[src/rtl/button_conditioner.sv]
// Push-button front end: 2-flop sync, debounce, per-channel press/release/long/repeat FSM.
// Level and pulses appear 2+DEBOUNCE_SAMP edges after a raw change; no backpressure, free-running.
module button_conditioner #(
  parameter int N_BTN         = 3,
  parameter int DEBOUNCE_SAMP = 2,
  parameter int REPEAT_DELAY  = 10,
  parameter int REPEAT_PERIOD = 4,
  parameter int LONG_PRESS    = 40
) (
  input  logic             clk_20Hz,
  input  logic             rst,
  input  logic [N_BTN-1:0] i_btn_raw,
  input  logic [N_BTN-1:0] i_repeat_en,
  output logic [N_BTN-1:0] o_btn_level,
  output logic [N_BTN-1:0] o_btn_press,
  output logic [N_BTN-1:0] o_btn_release,
  output logic [N_BTN-1:0] o_btn_long,
  output logic             o_any_press
);

  localparam logic [3:0] LP_DS = DEBOUNCE_SAMP[3:0];
  localparam logic [7:0] LP_RD = REPEAT_DELAY[7:0];
  localparam logic [7:0] LP_RP = REPEAT_PERIOD[7:0];
  localparam logic [7:0] LP_LP = LONG_PRESS[7:0];

  typedef enum logic [1:0] {
    ST_IDLE      = 2'd0,
    ST_HELD      = 2'd1,
    ST_REPEATING = 2'd2
  } state_t;

  for (genvar g = 0; g < N_BTN; g++) begin : g_ch
    logic       r_s1, r_s2, r_level;
    logic [3:0] r_dcnt;
    state_t     r_state, w_state_nxt;
    logic [7:0] r_hold, w_hold_nxt, w_hold_inc;
    logic [7:0] r_rep, w_rep_nxt;
    logic       r_long_done, w_long_done_nxt;
    logic       r_press, r_release, r_long;
    logic       w_press_nxt, w_release_nxt, w_long_nxt;
    logic       w_diff, w_toggle, w_rise, w_fall;
    logic       w_hold_step, w_rd_hit, w_rp_hit, w_lp_hit;

    assign w_diff   = (r_s2 != r_level);
    assign w_toggle = w_diff && ((r_dcnt + 4'd1) == LP_DS);
    assign w_rise   = w_toggle && !r_level;
    assign w_fall   = w_toggle && r_level;

    // Saturating hold counter; "becomes X" only counts on a real step.
    assign w_hold_step = (r_hold != 8'hFF);
    assign w_hold_inc  = w_hold_step ? (r_hold + 8'd1) : r_hold;
    assign w_rd_hit    = i_repeat_en[g] && w_hold_step && (w_hold_inc == LP_RD);
    assign w_rp_hit    = i_repeat_en[g] && ((r_rep + 8'd1) == LP_RP);
    assign w_lp_hit    = (r_state != ST_IDLE) && w_hold_step && (w_hold_inc == LP_LP) && !r_long_done;

    always_ff @(posedge clk_20Hz or posedge rst) begin
      if (rst) begin
        r_s1    <= 1'b0;
        r_s2    <= 1'b0;
        r_level <= 1'b0;
        r_dcnt  <= 4'd0;
      end else begin
        r_s1 <= i_btn_raw[g];
        r_s2 <= r_s1;
        if (w_toggle) begin
          r_level <= ~r_level;
          r_dcnt  <= 4'd0;
        end else if (w_diff) begin
          r_dcnt <= r_dcnt + 4'd1;
        end else begin
          r_dcnt <= 4'd0;
        end
      end
    end

    always_ff @(posedge clk_20Hz or posedge rst) begin
      if (rst) begin
        r_state     <= ST_IDLE;
        r_hold      <= 8'd0;
        r_rep       <= 8'd0;
        r_long_done <= 1'b0;
        r_press     <= 1'b0;
        r_release   <= 1'b0;
        r_long      <= 1'b0;
      end else begin
        r_state     <= w_state_nxt;
        r_hold      <= w_hold_nxt;
        r_rep       <= w_rep_nxt;
        r_long_done <= w_long_done_nxt;
        r_press     <= w_press_nxt;
        r_release   <= w_release_nxt;
        r_long      <= w_long_nxt;
      end
    end

    always_comb begin
      w_state_nxt     = r_state;
      w_hold_nxt      = r_hold;
      w_rep_nxt       = r_rep;
      w_long_done_nxt = r_long_done;
      if (w_fall) begin
        w_state_nxt     = ST_IDLE;
        w_hold_nxt      = 8'd0;
        w_rep_nxt       = 8'd0;
        w_long_done_nxt = 1'b0;
      end else begin
        if (w_lp_hit) w_long_done_nxt = 1'b1;
        case (r_state)
          ST_IDLE: begin
            if (w_rise) begin
              w_state_nxt = ST_HELD;
              w_hold_nxt  = 8'd0;
              w_rep_nxt   = 8'd0;
            end
          end
          ST_HELD: begin
            w_hold_nxt = w_hold_inc;
            if (w_rd_hit) begin
              w_state_nxt = ST_REPEATING;
              w_rep_nxt   = 8'd0;
            end
          end
          ST_REPEATING: begin
            w_hold_nxt = w_hold_inc;
            if (!i_repeat_en[g]) w_state_nxt = ST_HELD;
            else if (w_rp_hit)   w_rep_nxt   = 8'd0;
            else                 w_rep_nxt   = r_rep + 8'd1;
          end
          default: w_state_nxt = ST_IDLE;
        endcase
      end
    end

    // Release wins over any press/long on the falling edge.
    always_comb begin
      w_press_nxt   = 1'b0;
      w_release_nxt = 1'b0;
      w_long_nxt    = 1'b0;
      if (w_fall) begin
        w_release_nxt = 1'b1;
      end else begin
        w_long_nxt = w_lp_hit;
        case (r_state)
          ST_IDLE:      w_press_nxt = w_rise;
          ST_HELD:      w_press_nxt = w_rd_hit;
          ST_REPEATING: w_press_nxt = w_rp_hit;
          default:      w_press_nxt = 1'b0;
        endcase
      end
    end

    assign o_btn_level[g]   = r_level;
    assign o_btn_press[g]   = r_press;
    assign o_btn_release[g] = r_release;
    assign o_btn_long[g]    = r_long;
  end

  assign o_any_press = |o_btn_press;

endmodule
[config.mk]
export PLATFORM = sky130hd
export DESIGN_NAME = button_conditioner
export DESIGN_NICKNAME = d
export VERILOG_FILES = /design/src/rtl/button_conditioner.sv
export SDC_FILE = /design/constraint.sdc
export NUM_CORES = 1
export LEC_CHECK = 0
export CAP_MARGIN = 20
export CORE_UTILIZATION = 55
export DETAILED_ROUTE_END_ITERATION = 12
export PLACE_DENSITY_LB_ADDON = 0.08
export SYNTH_ARGS = -nofsm -noshare
export SYNTH_HDL_FRONTEND = slang
export SYNTH_SLANG_ARGS = --single-unit
export TNS_END_PERCENT = 5
[constraint.sdc]
create_clock -name clk_20Hz -period 3.69 [get_ports clk_20Hz]
set_clock_uncertainty 0.2 [all_clocks]
set_input_delay 0.738 -clock clk_20Hz [delete_from_list [all_inputs] [get_ports clk_20Hz]]
set_output_delay 0.738 -clock clk_20Hz [all_outputs]
set_load 0.03 [all_outputs]
==> flow_summary.json <==
{
  "numPortBuffers": 20,
  "setup-tns-final_ns": 0,
  "wl_met2_microns": 5310,
  "core_sq_um": 9680,
  "cts_sinks": 87,
  "syn_inst": 597,
  "async_reset_ff_share_pct": 100,
  "drt-initial-drc-count": 252,
  "clk-insertion-delay-late_ns": 0.36,
  "pre_cts_ws_ns": 0.605,
  "switching_share_pct": 41.1,
  "worstMarginPinSlew_ns": 0.722,
  "grt_pass1_wl_microns": 19600,
  "internal_power_mw": 2.13,
  "avgViaCountPerCell": 6.16,
  "num_rows": 36,
  "yosysSeqAreaShare_pct": 39.8,
  "crit_arrival_ns": 2.96,
  "finalCritPeriodShare_pct": 79.0,
  "synth_compound_area_share_pct": 22.2,
  "synth_top_area_share_pct": 39.8,
  "setup_violations": 0,
  "ctsLongestPathBuffers": 2,
  "cts-resized-gates": 0,
  "final_cells": 741,
  "power_frac_seq_pct": 34.8,
  "rrSetupSlack_ns": 0.78,
  "dieHeight_microns": 102,
  "grt_max_degree": 39,
  "power_frac_comb_pct": 43.6,
  "syn_avg_cell_area_sq_um": 9.16,
  "synth_area_leaders": "dfrtp_1, ha_1, nor2_1",
  "reg2reg_depth": 7,
  "top_layer_used": "met4",
  "utilization_pct": 60.9,
  "fin_ws_ns": 0.776,
  "relSlewSlack_pct": 51.6,
  "dp_hpwl_microns": 8370,
  "yosysWarnings": 0,
  "slew_viol_final": 0,
  "status": "completed",
  "drc": 0,
  "final_nets": 637,
  "cp_cell_sequence": "ha_1, nor3_1, a41oi_1, o32a_1, o22ai_1, o21ai_1, mux2_1",
  "holdPathStages": 0,
  "cts_max_level": 3,
  "synth.mux.area_fraction_pct": 1.62,
  "critical_path_class": "register to register",
  "final_area_sq_um": 5900,
  "placed_area_sq_um": 5670,
  "antenna_found_initial": 0,
  "drtPass1Iterations": 4,
  "fmax_mhz": 343,
  "synth_top_area_cell": "dfrtp_1",
  "yosys.area_share.adder_pct": 5.72,
  "ant_nets": 0,
  "p_per_area_nw_per_um2": 613,
  "syn_to_final_growth_pct": 7.85,
  "max-cap-violations": 0,
  "initial_core_util_pct": 56.5,
  "syn-cell-area_sq_um": 5470,
  "num_antenna_cells": 0,
  "cpPeakStageDelay_ns": 0.56,
  "clkPwrFrac_pct": 21.6,
  "cts_made_buffers": 9,
  "io_pins": 21,
  "ctsRootBufferMaster": "clkbuf_8",
  "grt_overflow": 0,
  "cp.required_ns": 3.74,
  "wire_per_inst_microns": 15.4,
  "hold_viol_final": 0,
  "critPathCaptureType": "register",
  "drt-total-wl_microns": 11400,
  "ir_drop_mv": 0.255,
  "die_area_sq_um": 10300,
  "cts_tree": "done",
  "ys_seq_elements": 87,
  "cp-start-kind": "register",
  "met3_length_microns": 414,
  "via_count": 4568,
  "synthSimpleGateAreaFrac_pct": 21.9,
  "synth_cell_type_count": 82,
  "hold_class": "register to register",
  "synthXorXnorAreaFrac_pct": 2.08,
  "synth_top_family_by_area": "compound AO/OA/AOI/OAI gates",
  "cts_setup_buffers": 0,
  "synth_edf_count": 0,
  "rsz0062_at_grt": "no",
  "grt_usage_pct": 24.1,
  "num-fill-cells": 854,
  "cts_hold_buf": 0,
  "min_period_ns": 2.91,
  "gp_congestion": 0.932,
  "dieWidth_microns": 102,
  "crit_fanout": 9,
  "total_power_mw": 3.62,
  "wl_met1_microns": 5500,
  "synth_fp_nets": 630,
  "holdWs_ns": 0.154,
  "cp_slowest_cell": "o32a_1",
  "cts.reportedPaths.clkPinSlew_ns": 0.08,
  "dp_cells": 726,
  "grt_pass1_vias": 4128,
  "p_leak_nw": 2.52,
  "p_sw_mw": 1.49,
  "drive_gt1_share_pct": 7.89,
  "synth-main-ff-cell": "dfrtp_1"
}
==> power groups by stage <==
stage	combinational, mW	clock, mW	sequential (mW)
floorplan	1.28	0	1.21
global placement	1.53	0	1.26
detailed placement	1.56	0	1.27
CTS	1.57	0.798	1.26
global route	1.76	0.833	1.28
finish	1.58	0.780	1.26
==> layer usage <==
metal	vias up	global-route usage, %
li1	2234	-
met1	2209	33.5
met2	107	37.7
met3	18	3.66
met4	0	9.70
met5	-	0
==> flip-flops by register name (all words and copies together) (netlist names) <==
register          count
g_ch.r_dcnt          12
g_ch.r_hold          24
g_ch.r_level          3
g_ch.r_long           3
g_ch.r_long_done      3
g_ch.r_press          3
g_ch.r_release        3
g_ch.r_rep           24
g_ch.r_s1             3
g_ch.r_s2             3
g_ch.r_state          6
==> final timing paths <==
| check | startpoint | to |
|---|---|---|
| max | g_ch[2].r_dcnt[0] | g_ch[2].r_rep[0] |
| min | g_ch[0].r_s1 | g_ch[0].r_s2 |
| max reg2reg | g_ch[2].r_dcnt[0] | g_ch[2].r_rep[0] |
| min reg2reg | g_ch[0].r_s1 | g_ch[0].r_s2 |
| max in group asynchronous | rst | g_ch[0].r_hold[1] |
| min in group asynchronous | rst | g_ch[2].r_hold[5] |
==> cell type report <==
| class | instances | area [sq um] | share of cell area, % |
|---|---|---|---|
| timing repair buffer | 28 | 260 | 4.41 |
| clock buffer | 11 | 131 | 2.23 |
| clock inverter | 4 | 95.1 | 1.61 |
| sequential | 87 | 2180 | 36.9 |
| multi-input combinational | 441 | 2930 | 49.7 |
| inverter | 37 | 140 | 2.38 |
| tap | 133 | 166 | 2.82 |
==> Yosys cell counts (13+ instances only) <==
cell type,number
ha_1,25
dfrtp_1,87
nor3_1,27
nand2_1,33
o31ai_1,15
inv_1,37
nand3_1,30
nand4_1,19
nor2_1,50
buf_4,13
a21oi_1,34
o21ai_0,26
==> critical path: cells and delay by family (launching register included) <==
kind	cells	cell delay [ns]
adders and majority gates	1	0.28
muxes	1	0.36
DFF	1	0.45
and+or+nand+nor	1	0.28
AOI/OAI and AO/OA	4	1.24
==> cell families (layout without fill, tap and decap cells) <==
| group | after synthesis | count (layout) |
|---|---|---|
| simple gates | 227 | 227 |
| compound gates | 168 | 168 |
| flops | 87 | 87 |
| buf+inv | 69 | 80 |
| fa+ha+maj | 25 | 25 |
| xor+xnor | 13 | 13 |
| mux | 8 | 8 |
==> cell usage in the layout (no fill, tap or decap), drive strengths merged, types with 13 or more instances in the layout <==
master         instances
a21oi                 34
and3                  13
clkdlybuf4s50         20
dfrtp                 87
ha                    25
inv                   36
nand2                 33
nand3                 30
nand4                 19
nor2                  50
nor2b                 13
nor3                  27
o21ai                 30
o31ai                 16
Note: power is estimated with default switching activity, not from simulation.
